<file path="src/rtl/updowncount_ctrl.sv">
// Command sequencer for an updowncount counter: LOAD / UP_TO / DOWN_TO / BOUNCE.
// Optional macro UPDOWNCOUNT_CTRL_WRAP_EN lets targets count through the 2^n-1 -> 0 wrap.
module updowncount_ctrl #(
    parameter int n = 8
) (
    input  logic         Clock,
    input  logic         Resetn,
    input  logic         cmd_valid,
    output logic         cmd_ready,
    input  logic [1:0]   cmd_op,
    input  logic [n-1:0] cmd_val,
    input  logic [n-1:0] Q,
    output logic [n-1:0] R,
    output logic         L,
    output logic         E,
    output logic         up_down,
    output logic         done,
    output logic         err,
    output logic [2:0]   dbg_state
);

    // Handshake: a command transfers on a rising edge where cmd_valid && cmd_ready;
    // cmd_ready is high only in IDLE, so at most one command is in flight.
    localparam logic [1:0] OP_LOAD   = 2'b00;
    localparam logic [1:0] OP_UP     = 2'b01;
    localparam logic [1:0] OP_DOWN   = 2'b10;
    localparam logic [1:0] OP_BOUNCE = 2'b11;

    typedef enum logic [2:0] {
        S_IDLE = 3'd0,
        S_LOAD = 3'd1,
        S_UP   = 3'd2,
        S_DOWN = 3'd3,
        S_B_UP = 3'd4,
        S_B_DN = 3'd5,
        S_FIN  = 3'd6
    } state_t;

    state_t       state, state_n;
    logic [n-1:0] target;
    logic [n-1:0] origin;
    logic         err_r;
    logic         accept;
    logic         reject;

    assign accept    = cmd_valid && cmd_ready;
    assign R         = target;
    assign dbg_state = state;

`ifdef UPDOWNCOUNT_CTRL_WRAP_EN
    assign reject = 1'b0;
`else
    // Without wrap, a target that can only be reached by wrapping is refused.
    assign reject = ((cmd_op == OP_UP)     && (cmd_val < Q)) ||
                    ((cmd_op == OP_DOWN)   && (cmd_val > Q)) ||
                    ((cmd_op == OP_BOUNCE) && (cmd_val < Q));
`endif

    always_ff @(posedge Clock or negedge Resetn) begin
        if (!Resetn) begin
            state  <= S_IDLE;
            target <= '0;
            origin <= '0;
            err_r  <= 1'b0;
        end else begin
            state <= state_n;
            if (accept) begin
                target <= cmd_val;
                origin <= Q;
                err_r  <= reject;
            end else if (state == S_FIN) begin
                err_r <= 1'b0;
            end
        end
    end

    // E compares against the registered Q, so counting stops exactly on the target.
    always_comb begin
        state_n   = state;
        cmd_ready = 1'b0;
        L         = 1'b0;
        E         = 1'b0;
        up_down   = 1'b0;
        done      = 1'b0;
        err       = 1'b0;
        case (state)
            S_IDLE: begin
                cmd_ready = 1'b1;
                if (cmd_valid) begin
                    if (reject) begin
                        state_n = S_FIN;
                    end else begin
                        case (cmd_op)
                            OP_LOAD: state_n = S_LOAD;
                            OP_UP:   state_n = S_UP;
                            OP_DOWN: state_n = S_DOWN;
                            default: state_n = S_B_UP;
                        endcase
                    end
                end
            end
            S_LOAD: begin
                L       = 1'b1;
                state_n = S_FIN;
            end
            S_UP, S_B_UP: begin
                up_down = 1'b1;
                E       = (Q != target);
                if (Q == target) begin
                    state_n = (state == S_UP) ? S_FIN : S_B_DN;
                end
            end
            S_DOWN: begin
                E = (Q != target);
                if (Q == target) begin
                    state_n = S_FIN;
                end
            end
            S_B_DN: begin
                E = (Q != origin);
                if (Q == origin) begin
                    state_n = S_FIN;
                end
            end
            S_FIN: begin
                done    = 1'b1;
                err     = err_r;
                state_n = S_IDLE;
            end
            default: state_n = S_IDLE;
        endcase
    end

endmodule

</file>
<file path="config.mk">
export PLATFORM = sky130hd
export DESIGN_NAME = updowncount_ctrl
export DESIGN_NICKNAME = d
export VERILOG_FILES = /design/src/rtl/updowncount_ctrl.sv
export SDC_FILE = /design/constraint.sdc
export NUM_CORES = 1
export LEC_CHECK = 0
export BUFFER_PORTS_ARGS = -buffer_cell sky130_fd_sc_hd__buf_2
export CORE_UTILIZATION = 45
export CTS_CLUSTER_SIZE = 25
export DETAILED_ROUTE_END_ITERATION = 8
export PLACE_DENSITY_LB_ADDON = 0.15
export SLEW_MARGIN = 0
export SYNTH_ARGS = -nofsm -noshare
export SYNTH_HDL_FRONTEND = slang
export SYNTH_SLANG_ARGS = --single-unit
</file>
<file path="constraint.sdc">
create_clock -name Clock -period 2.2 [get_ports Clock]
set_input_delay 0.44 -clock Clock [delete_from_list [all_inputs] [get_ports Clock]]
set_output_delay 0.44 -clock Clock [all_outputs]
set_load 0.02 [all_outputs]
</file>
# After elaboration in Yosys (flattened, before gate mapping)
# Index checks and enable logic that the tools add are counted.
[totals]
reg_bits = 20
input_bits = 21
word_cells = 51
output_inout_bits = 17
[op_classes]
mux = 16
eq_ne = 17
n_lt_le_gt_ge = 2
reduce_logical = 12
[op_table]
columns = ["cell", "n"]
rows = [
  ["== test 8 bit", 2],
  ["inequality test 8 bit", 2],
  ["2-to-1 mux 3 bit", 5],
  ["one-hot mux 3 bit (5 select lines)", 1],
  ["== test 3 bit, second input constant", 3],
  ["one-hot mux 3 bit (3 select lines)", 1],
  ["> comparator 8 bit", 1],
  ["< comparator 8 bit", 1],
  ["inequality test 2 bit, second input constant", 4],
  ["2-to-1 mux 1 bit", 7],
  ["== test 3 x 2 -> 1 bit, second input constant", 2],
  ["== test 2 bit, second input constant", 2],
  ["logical AND 1 bit", 4],
  ["AND reduction 4 bit", 1],
  ["== test 3 x 1 -> 1 bit, second input constant", 1],
  ["zero test 3 bit", 1],
  ["OR reduction 3 bit", 1],
  ["== test 2 x 1 -> 1 bit, second input constant", 1],
  ["zero test 2 bit", 1],
  ["logical OR 1 bit", 2],
  ["2-to-1 mux 2 bit", 1],
  ["one-hot mux 1 bit (2 select lines)", 1],
  ["nonzero test 2 bit", 1],
  ["OR reduction 2 bit", 1],
]

# Logic depth before layout (Yosys ltp)
# Gate-level depths: netlist of the first run.
[logic_depth]
ltp_word = 7
depth_mapped = 8
depth_no_buf = 8

# Least setup slack after synthesis of the first run
# Ideal clock, no wire load.
[synth_path]
path_type = "reg-to-output"
start = "reg state[1], in the netlist dbg_state[1]"
end = "out E"
required_time_ns = 1.760
arrival_time_ns = 1.741
n_path_buf = 2
slack_ns = 0.019
path_stages_with_launch = 9
path_cell_list = "dfrtp_1 > buf_2 > nor2b_4 > buf_6 > nand2_8 > mux2i_1 > xnor2_1 > nor4_2 > a31oi_1"
[synth_between]
elab_chain_cells = 3
elab_cells_between_ends = 6
classes_between = "4 x eq/ne; 1 x mux; 1 x reduce/logical"
[synth_rtl]
columns = ["item", "line", "text"]
rows = [
  ["from (decl)", "39", "state_t state, state_n;"],
  ["from (signal assigned)", "66", "state <= state_n;"],
  ["== test 3 x 2 -> 1 bit / == test 3 bit (equally long branches)", "86", "case (state)"],
  ["OR reduction 3 bit (no source line)", "--", ""],
  ["one-hot mux 1 bit (2 select lines) *", "86", ""],
  ["to (decl)", "15", "output logic E,"],
]
# Every way passes the cells marked *; elsewhere a longest branch is shown, timed or not.

# Worst setup path after layout of the first run
# Ends and elaborated chain as after synthesis.

==> summary.md, run 1 <==
| Metric | Value |
|---|---|
| Main area contributors after synthesis | dfrtp_1, ha_1, nand2_1, xor2_1, xnor2_1 |
| Final Setup Violations | 1 |
| Post-DRT Antenna Nets | 0 |
| Reg2Reg Setup Slack | 0.35 ns |
| Type of the worst setup path | reg -> out |
| Lkg Pwr | 0.966 nW |
| Final Max Tran Viols | 0 |
| Vias | 1306 |
| Total GRT Usage | 21.4% |
| Post-route minimum period | 2.33 ns |
| R2r endpoint | dbg_state[0] |
| Reg-to-reg startpoint | R[7] |
| Fillers | 331 |
| Design area | 1800 µm² |
| Synth Instances | 174 |
| Die ar. | 3570 µm² |
| YS warnings | 0 |
| Diode count | 0 |
| Input/output buffers | 37 |
| Worst-Margin Slew | 0.475 ns |
| CTS buffer count | 3 |
| Initial antenna violation count | 0 |
| Max-slew headroom | 68.3% |
| Synth-to-Final Area Change | 19.9% |
| Main combinational cell family by area after synthesis | simple AND/OR/NAND/NOR gates |
| Vias in the first global route | 1283 |
| Fin. Hold Viols | 0 |
| Crit path max fanout | 8 |
| Hold WS | 0.0768 ns |
| Crit start category | flop |
| Die height | 59.7 µm |
| Cell taking the most area after synthesis | dfrtp_1 |
| DP Area | 1770 µm² |
| Register Area | 500 µm² |
| Post-synth cell types | 38 |
| Final worst slack | -0.130 ns |
| Fin crit share | 106% |
| Starting density of the core | 48.3% |
| DR vias/cell | 5.00 |
| Violated checks | setup timing |
| Worst VDD drop | 477 µV |
| Clock latency on the worst-skew pair | 0.30 ns |
| CP endpoint kind | output pin |
| FP Rows | 20 |
| Post-synthesis adder-cell area fraction | 10.8% |
| Total gr overflow | 0 |
| 1st-iter DRT viols | 41 |
| Fmax | 0.429 GHz |
| Post-route DRC violation count | 0 |
| Most common cell after layout, fill and taps aside | buf_2 |
| HPWL Detailed | 2720 µm |
| Worst-path clk slew | 0.12 ns |
| Mux contribution to synthesized area | 4.00% |
| Hold crit path type | in -> async |
| H-tree levels | 1 |
| Largest net degree at the start of global routing | 21 |
| R2R cell count | 6 |
| Status | complete, but fails checks |
| CP required | 1.76 ns |
| Post-synthesis sequential area ratio | 33.4% |
| DR pass1 iterations | 4 |
| CTS root buf | clkbuf_4 |
| Placer Congestion | 0.835 |
| Clock sink count | 20 |
| Core area | 3100 µm² |
| Most frequent cells in the layout | buf_2, nand2_1, dfrtp_1, ha_1 |
| CTS tree | built |
| Final Skew | 0.00858 ns |
| Synth Register Bits | 20 |
| Post-synthesis simple-gate area fraction | 22.8% |
| Synth Area in XOR/XNOR | 12.3% |
| Ports | 38 |
| # hold bufs at CTS | 0 |
| Syn nets | 208 |
| Mapped Area | 1500 µm² |
| Fraction of layout cells with a size suffix above 1 | 24.4% |
| First-pass GRT wire length | 5750 µm |
| Unrepaired setup endpoints after global routing | yes |
| Syn_area_per_cell | 8.62 µm² |
| WL final | 3440 µm |
| Number of max-cap violations | 0 |
| Arrival time worst endpoint | 1.89 ns |
| Die Wd | 59.7 µm |
| Maximum clock insertion buffer count | 2 |
| Area share of the largest cell type after synthesis | 33.4% |
| Total Nets Final | 253 |
| Compound-Gate Fraction of Synth Area | 11.4% |
| Multi-input gate area | 923 µm² |
| Routed wire per std cell | 13.2 µm |
| Power per cell area | 1220 nW/µm² |
[worst max-delay path, cell delays in order, from the launching register on]
cell and delay, ns:
dfrtp_1 0.42, nor2b_4 0.19, nand2_8 0.10, mux2i_2 0.17
xnor2_1 0.14, nor4_2 0.26, a31oi_1 0.14, buf_2 0.18
[area by class of cell]
type | count | share of cell area (%)
inverters | 12 | 2.50
clock buffers | 3 | 1.25
multi-input cells | 136 | 51.3
well taps | 44 | 3.06
flip-flops and latches | 20 | 27.8
repair buffers | 46 | 14.0
[synth_stat cells]
cell,n
nor2b_1,1
o211ai_1,1
mux2i_1,6
clkbuf_1,3
nand2_1,35
buf_2,1
o32a_1,1
buf_4,1
o21a_1,1
a21o_1,2
nor4_2,1
inv_1,12
o22ai_1,1
ha_1,13
o32ai_1,1
nand2_8,1
or3_1,1
a31oi_1,1
a21oi_1,4
xor2_1,12
a211oi_1,1
o211a_1,1
nor4_1,3
and2_1,2
dfrtp_1,20
o21ai_0,11
nor3b_1,1
nor3_1,4
or2_1,1
buf_6,1
nor2b_4,1
nand3_1,3
xnor2_1,9
a41oi_1,2
nor2_1,10
and2b_1,1
nand4_1,3
or4_1,1
[worst max-delay path by stage]
stage	start	end	slack [ns]	depth (start not counted)
detailed placement	Q[1]	dbg_state[0]	-0.009	9
finish	dbg_state[1]	E	-0.13	7
floorplan	dbg_state[1]	E	0.02	8
global placement	Q[1]	dbg_state[0]	0.06	9
CTS	dbg_state[1]	E	-0.13	7
global route	dbg_state[1]	E	-0.23	7
[what timing repair did]
action                                  CTS  global route
pin swaps                                 0             0
gates resized for setup                   0             1
buffers inserted                          1             0
endpoints found under the setup margin    1             1
hold endpoints to repair                  0             0
[metal layers]
layer | global-route usage (%) | share of wire (%) | wire, µm | vias to the layer above
met5 | 0 | 0 | 0 | -
met4 | 6.98 | 0.70 | 24 | 0
met3 | 2.81 | 3.9 | 133 | 2
met2 | 35.1 | 46 | 1580 | 29
met1 | 28.9 | 49 | 1700 | 594
li1 | - | - | - | 681
[cell families after synthesis]
logic type,after synthesis
AND/OR/NAND/NOR,69
AO/OA/AOI/OAI,27
XOR/XNOR,21
flip-flops,20
buffers and inverters,18
adder cells (fa/ha/maj),13
multiplexers,6
[flip-flops by register name, indices dropped and copies added, names as in the netlist]
name,cells
R,8
dbg_state,3
err_r,1
origin,8
[where the power goes]
part | switching [mW] | internal, mW
clock | 0.113 | 0.0637
combinational | 0.781 | 0.545
sequential | 0.163 | 0.534
total | 1.06 | 1.14
[through the flow]
stage / instances / power (mW) / util (%) / TNS, ns / setup slack, ns
floorplan: 174 / 1.61 / - / 0 / 0.0192
global placement: 257 / 1.98 / 56.9 / 0 / 0.0618
detailed placement: 257 / 2.01 / 56.9 / -0.00922 / -0.00922
CTS: 261 / 2.20 / 57.9 / -0.130 / -0.130
global route: 261 / 2.37 / 58.0 / -0.228 / -0.228
finish: 261 / 2.20 / 58.0 / -0.130 / -0.130
Note: power is estimated with default switching activity, not from simulation.
==> inputs of run 2 (changes only) <==
--- a/config.mk
+++ b/config.mk
@@ -6,10 +6,11 @@
 export NUM_CORES = 1
 export LEC_CHECK = 0
 export BUFFER_PORTS_ARGS = -buffer_cell sky130_fd_sc_hd__buf_2
+export CORE_MARGIN = 4
 export CORE_UTILIZATION = 45
 export CTS_CLUSTER_SIZE = 25
 export DETAILED_ROUTE_END_ITERATION = 8
-export PLACE_DENSITY_LB_ADDON = 0.15
+export PLACE_DENSITY = 0.71
 export SLEW_MARGIN = 0
 export SYNTH_ARGS = -nofsm -noshare
 export SYNTH_HDL_FRONTEND = slang
==> run 2 against run 1 <==
The run still ends with setup timing left. Final area rose by 1.5%. Flip-flop and latch count did not move. Die area rose by 21%. Sequential share of layout area fell by 0.40 points. Clock skew fell by 0.0045 ns. Sequential power rose by 0.9%. Setup slack got worse by 0.021 ns. Largest power group unchanged.
==> summary.md, run 2 (synthesized netlist as in run 1, its figures left out) <==
| Metric | Value |
|---|---|
| Status | complete, but fails checks |
| Violated checks | setup timing |
| CP endpoint kind | output pin |
| Met2 wire length | 1580 µm (about the same) |
| Vias | 1318 (+0.92%) |
| Largest net degree at the start of global routing | 25 (+19%) |
| Hold crit path type | in -> async |
| Final Skew | 0.00411 ns (-0.00446 ns) |
| Max Used Layer | met4 |
| Fraction of layout cells with a size suffix above 1 | 24.3% (-0.11 points) |
| Post-route DRC violation count | 0 (unchanged) |
| Die Wd | 65.7 µm (+10%) |
| # hold bufs at CTS | 0 (unchanged) |
| Total GRT Usage | 17.3% (-4.0 points) |
| Total gr overflow | 0 (unchanged) |
| CTS buffer count | 3 (unchanged) |
| Input/output buffers | 37 (unchanged) |
| Clock sink count | 20 (unchanged) |
| Ports | 38 (unchanged) |
| Final worst slack | -0.151 ns (-0.0209 ns) |
| Cts repair resizes | 0 (unchanged) |
| Routed wire per std cell | 13.5 µm (+2.1%) |
| Worst-Margin Slew | 0.451 ns (-0.0242 ns) |
| Design area | 1830 µm² (+1.5%) |
| Routed wl met3 | 263 µm (+98%) |
| CTS root buf | clkbuf_4 |
| Type of the worst setup path | reg -> out |
| Number of max-cap violations | 0 (unchanged) |
| Die ar. | 4320 µm² (+21%) |
| Worst VDD drop | 528 µV (+11%) |
| Starting density of the core | 48.0% (-0.39 points) |
| Placer Congestion | 0.852 (+2.1%) |
| Diode count | 0 (unchanged) |
| H-tree levels | 1 (unchanged) |
| Met1 WL | 1660 µm (-2.5%) |
| Reg-to-reg startpoint | dbg_state[2] |
| Clock latency on the worst-skew pair | 0.31 ns (about the same) |
| Lkg Pwr | 0.985 nW (+2.0%) |
| DR vias/cell | 5.03 (+0.53%) |
| Power per cell area | 1280 nW/µm² (+4.5%) |
| Fin. Hold Viols | 0 (unchanged) |
| Die height | 65.7 µm (+10%) |
| CTS tree | built |
| Fillers | 291 (-12%) |
| Most common cell after layout, fill and taps aside | buf_2 |
| Total Nets Final | 253 (unchanged) |
| Worst-path clk slew | 0.12 ns (about the same) |
| DR pass1 iterations | 4 (unchanged) |
| 1st-iter DRT viols | 53 (+29%) |
| CP required | 1.76 ns (about the same) |
| Reg2Reg Setup Slack | 0.42 ns (+0.07 ns) |
| TNS Setup | -0.151 ns (-0.0209 ns) |
| HPWL Detailed | 2790 µm (+2.4%) |
| Synth-to-Final Area Change | 21.7% |
| Final Setup Violations | 1 (unchanged) |
| CP startpoint | dbg_state[1] |
| Core area | 3130 µm² (+0.81%) |
| Final Max Tran Viols | 0 (unchanged) |
| DP Area | 1770 µm² (unchanged) |
| Post-route minimum period | 2.35 ns (+0.0209 ns) |
| Maximum clock insertion buffer count | 2 (unchanged) |
| Crit path max fanout | 8 (unchanged) |
| Final Util | 58.4% (+0.38 points) |
| Fin crit share | 107% (+0.95 points) |
| Fmax | 0.425 GHz (-0.89%) |
| Post-DRT Antenna Nets | 0 (unchanged) |
| Most frequent cells in the layout | buf_2, nand2_1, dfrtp_1, ha_1 |
| Unrepaired setup endpoints after global routing | yes |
| Max-slew headroom | 69.9% (+1.6 points) |
| FP Rows | 20 (unchanged) |
| Arrival time worst endpoint | 1.91 ns (+0.02 ns) |
| WL final | 3530 µm (+2.5%) |
| Crit start category | flop |
| Pwr Total | 2.33 mW (+6.0%) |
| Vias in the first global route | 1258 (-1.9%) |
| First-pass GRT wire length | 5850 µm (+1.8%) |
| Initial antenna violation count | 0 (unchanged) |
run 2: changes by cell type in the layout (fill, tap and decap cells not counted), sizes merged:
cell and change:
bufinv +1
run 2: what timing repair did:
action / in CTS / in global routing
cloned: 0 / 0
endpoints found under the setup margin: 1 / 1
setup buffers: 0 / 1
pin swaps: 1 / 0
run 2: worst max-delay path, cell delays in order, from the launching register on:
cell and delay, ns:
dfrtp_1 0.43, nor2b_4 0.19, nand2_8 0.10, mux2i_1 0.19
xnor2_1 0.11, nor4_2 0.29, a31oi_1 0.12, buf_2 0.17
run 2: per-stage QoR:
step | worst slack [ns] | std cells | hold WS, ns
6_report | -0.151 | 262 | 0.0477
5_1_grt | -0.291 | 262 | 0.0723
4_1_cts | -0.176 | 261 | 0.0652
3_5_place_dp | 0.00242 | 257 | 0.420
3_3_place_gp | 0.0720 | 257 | 0.421
2_1_floorplan | 0.0192 | 174 | 0.144
run 2: routing by layer:
metal	GRT usage [%]	vias up
li1	-	676
met3	5.13	4
met2	26.5	47
met4	4.66	0
met5	0	-
met1	23.6	591
run 2: worst paths after layout:
path | depth (start not counted) | to
setup / recovery | 7 | E
hold / removal | 1 | R[5]
setup reg to reg | 8 | dbg_state[0]
hold reg to reg | 2 | origin[0]
max in group asynchronous | 1 | dbg_state[1]
min in group Clock | 3 | R[1]
run 2: final cells by class:
type / instances / area (µm²) / share of cell area, %
well taps: 44 / 55.1 / 3.02
flip-flops and latches: 20 / 500 / 27.4
repair buffers: 46 / 253 / 13.8
clock buffers: 3 / 22.5 / 1.23
inverters: 12 / 45.0 / 2.47
clock inverters: 1 / 30.0 / 1.64
multi-input cells: 136 / 920 / 50.4
run 2: where the power goes:
part           leakage [nW]  total (mW)  switching, mW  internal, mW
Sequential            0.252       0.702          0.169         0.533
Clock                0.0279       0.310          0.126         0.184
Combinational         0.705        1.32          0.778         0.540
Total                 0.985        2.33           1.07          1.26
==> inputs of run 3 (changes only) <==
--- a/config.mk
+++ b/config.mk
@@ -5,12 +5,13 @@
 export SDC_FILE = /design/constraint.sdc
 export NUM_CORES = 1
 export LEC_CHECK = 0
+export ABC_AREA = 1
 export BUFFER_PORTS_ARGS = -buffer_cell sky130_fd_sc_hd__buf_2
 export CORE_MARGIN = 4
 export CORE_UTILIZATION = 45
 export CTS_CLUSTER_SIZE = 25
 export DETAILED_ROUTE_END_ITERATION = 8
-export PLACE_DENSITY = 0.71
+export PLACE_DENSITY = 0.73
 export SLEW_MARGIN = 0
 export SYNTH_ARGS = -nofsm -noshare
 export SYNTH_HDL_FRONTEND = slang
==> constraint.sdc (replaced) <==
create_clock -name Clock -period 2.1 [get_ports Clock]
set_input_delay 0.42 -clock Clock [delete_from_list [all_inputs] [get_ports Clock]]
set_output_delay 0.42 -clock Clock [all_outputs]
set_load 0.02 [all_outputs]
==> run 3 against run 2 <==
The run still ends with setup timing left. Clock-buffer cell count unchanged. Power is 0.89% lower. Sequential power rose by 4.7%. Critical endpoint unchanged. Largest power group unchanged. Highest routed layer unchanged.
==> summary.md, run 3 <==
| Metric | Value |
|---|---|
| # hold bufs at CTS | 0 (unchanged) |
| First-pass GRT wire length | 5760 µm (-1.5%) |
| Most frequent cell after synthesis | nand2_1 |
| Crit path max fanout | 7 (-1) |
| Hold crit path type | in -> async |
| Synth Register Bits | 20 (unchanged) |
| Post-synthesis sequential area ratio | 31.2% (-2.2 points) |
| Mapped Area | 1600 µm² (+6.9%) |
| Syn nets | 266 (+28%) |
| Power per cell area | 1220 nW/µm² (-4.7%) |
| CTS tree | built |
| Final Max Tran Viols | 0 (unchanged) |
| Post-DRT Antenna Nets | 0 (unchanged) |
| Synth Instances | 232 (+33%) |
| Arrival time worst endpoint | 1.72 ns (-0.19 ns) |
| Initial antenna violation count | 0 (unchanged) |
| Largest net degree at the start of global routing | 30 (+20%) |
| DR pass1 iterations | 4 (unchanged) |
| Post-route DRC violation count | 0 (unchanged) |
| FP Rows | 21 (+5.0%) |
| Asr flop ratio synth | 100% (unchanged) |
| Pwr Total | 2.31 mW (-0.89%) |
| Routed wire per std cell | 11.2 µm (-17%) |
| YS warnings | 0 (unchanged) |
| Total gr overflow | 0 (unchanged) |
| Total GRT Usage | 16.8% (-0.59 points) |
| Fin cells | 320 (+22%) |
| Critical Path, Cell by Cell | inv_2 -> nand3_4 -> nand2_2 -> o21ai_2 -> xor2_1 -> nor2_1 -> nand2_1 -> nor2_1 -> nor2_1 -> buf_4 |
| Worst Path Buf+Inv | 2 (+1) |
| Fin. Hold Viols | 0 (unchanged) |
| Core area | 3390 µm² (+8.4%) |
| Final worst slack | -0.0440 ns (+0.107 ns) |
| Lkg Pwr | 1.07 nW (+8.6%) |
| Cell taking the most area after synthesis | dfrtp_1 |
| Unrepaired setup endpoints after global routing | yes |
| Max Used Layer | met4 |
| Met1 WL | 1690 µm (+2.2%) |
| H-tree levels | 1 (unchanged) |
| Area share of the largest cell type after synthesis | 31.2% (-2.2 points) |
| Worst-Margin Slew | 0.491 ns (+0.0401 ns) |
| 1st-iter DRT viols | 82 (+55%) |
| Synth Flop Type | dfrtp_1 |
| Post-synth cell types | 23 (-39%) |
| Fmax | 0.466 GHz |
| CP endpoint kind | output pin |
| Critical Path Max Stage Delay | 0.41 ns (-0.02 ns) |
| Final Setup Violations | 1 (unchanged) |
| Status | complete, but fails checks |
| Top delay family on crit path | simple AND/OR/NAND/NOR gates |
| Number of synthesized flops with an enable pin | 0 (unchanged) |
| Syn_area_per_cell | 6.91 µm² (-20%) |
| Fillers | 346 (+19%) |
| CTS buffer count | 3 (unchanged) |
| Clock sink count | 20 (unchanged) |
| Post-route minimum period | 2.14 ns |
| Synth-to-Final Area Change | 18.4% |
| Diode count | 0 (unchanged) |
| HPWL Detailed | 2810 µm (+0.62%) |
| WL final | 3570 µm (+1.2%) |
| Routed wl met3 | 161 µm (-39%) |
| Most frequent cells in the layout | nand2_1, buf_2, inv_1, nor2_1, dfrtp_1 |
| Most used cell, CP | nor2_1 |
| Input/output buffers | 37 (unchanged) |
| Die height | 67.7 µm (+3.0%) |
| Crit start category | flop |
| CP required | 1.68 ns (-0.08 ns) |
| Main area contributors after synthesis | dfrtp_1, nand2_1, ha_1, inv_1, nor2_1 |
| Met2 wire length | 1670 µm (+5.6%) |
| Worst-path clk slew | 0.11 ns (about the same) |
| Die Wd | 67.7 µm (+3.0%) |
| Worst VDD drop | 599 µV (+13%) |
| Final Skew | 0.00734 ns (+0.00323 ns) |
| Violated checks | setup timing |
| Hold WS | 0.0535 ns (+0.00578 ns) |
| Clock latency on the worst-skew pair | 0.30 ns (about the same) |
| Placed insts | 315 (+23%) |
| Maximum clock insertion buffer count | 2 (unchanged) |
| Most common cell after layout, fill and taps aside | nand2_1 |
| Die ar. | 4580 µm² (+6.1%) |
| Commonest cells post-synth | nand2_1, inv_1, nor2_1, dfrtp_1, ha_1 |
| Starting density of the core | 47.3% (-0.64 points) |
| Vias | 1482 (+12%) |
| Type of the worst setup path | reg -> out |
| CP max-delay cell | dfrtp_1 |
| Fin crit share | 102% |
| Number of max-cap violations | 0 (unchanged) |
| CTS root buf | clkbuf_4 |
| Total Nets Final | 310 (+23%) |
| Placer Congestion | 0.861 (+1.1%) |
| Max-slew headroom | 67.1% (-2.8 points) |
| DR vias/cell | 4.63 (-7.9%) |
| Vias in the first global route | 1286 (+2.2%) |
| Ports | 38 (unchanged) |
| Fraction of layout cells with a size suffix above 1 | 22.3% (-2.0 points) |
## run 3: cell types whose count changed after synthesis, moves of 4 or more
cell | previous run | this run
o21ai_2 | 0 | 4
a21oi_1 | 4 | 10
nand2_1 | 35 | 73
inv_1 | 12 | 34
xor2_1 | 12 | 5
mux2i_1 | 6 | 0
nor2_1 | 10 | 29
## run 3: cell type report
class                   count  area, µm²  share of cell area [%]
clock buffers               3       22.5                    1.19
inverters                  34        128                    6.72
multi-input cells         175        965                    50.8
flip-flops and latches     20        502                    26.4
well taps                  46       57.6                    3.03
repair buffers             42        225                    11.9
## run 3: cells by family after synthesis
logic type	count (synthesis)	synth area share, %
AOI/OAI and AO/OA	28	9.83
xor gates and xnor gates	15	8.19
adders and majority gates	13	10.1
buffers and inverters	38	9.59
DFF	20	31.2
muxes	2	1.40
and+or+nand+nor	116	29.6
## run 3: timing repair
action | in CTS | in global routing
gates cloned | 1 | 0
pin swaps | 4 | 0
setup endpoints to repair | 1 | 2
resized for setup | 6 | 0
buffers inserted | 1 | 0
## run 3: power by group
group	leakage, nW	internal (mW)	switching, mW
logic	0.818	0.547	0.844
registers	0.238	0.562	0.173
clock network	0.0138	0.0670	0.116
total	1.07	1.18	1.13
## run 3: per-stage QoR
| step | area [µm²] | setup WS (ns) | util [%] | setup TNS, ns |
|---|---|---|---|---|
| global placement | 1850 | 0.218 | 54.6 | 0 |
| CTS | 1900 | -0.0519 | 56.0 | -0.0519 |
| floorplan | 1600 | 0.105 | - | 0 |
| detailed placement | 1850 | 0.170 | 54.6 | 0 |
| global route | 1900 | -0.191 | 56.0 | -0.216 |
| finish | 1900 | -0.0440 | 56.0 | -0.0440 |
## run 3: per-layer routing
layer / vias to the layer above / GRT usage [%]
met1: 645 / 22.8
met3: 4 / 3.66
met5: - / 0
met2: 30 / 27.0
met4: 0 / 3.80
li1: 803 / -
## run 3: worst paths after layout
kind,start,to,slack (ns),depth (start not counted)
setup / recovery,dbg_state[1],E,-0.04,10
hold / removal,Resetn,R[4],0.05,1
setup reg to reg,dbg_state[1],R[6],0.36,6
hold reg to reg,origin[1],origin[1],0.52,2
max in group asynchronous,Resetn,dbg_state[0],1.70,1
min in group Clock,cmd_val[1],R[1],0.37,2
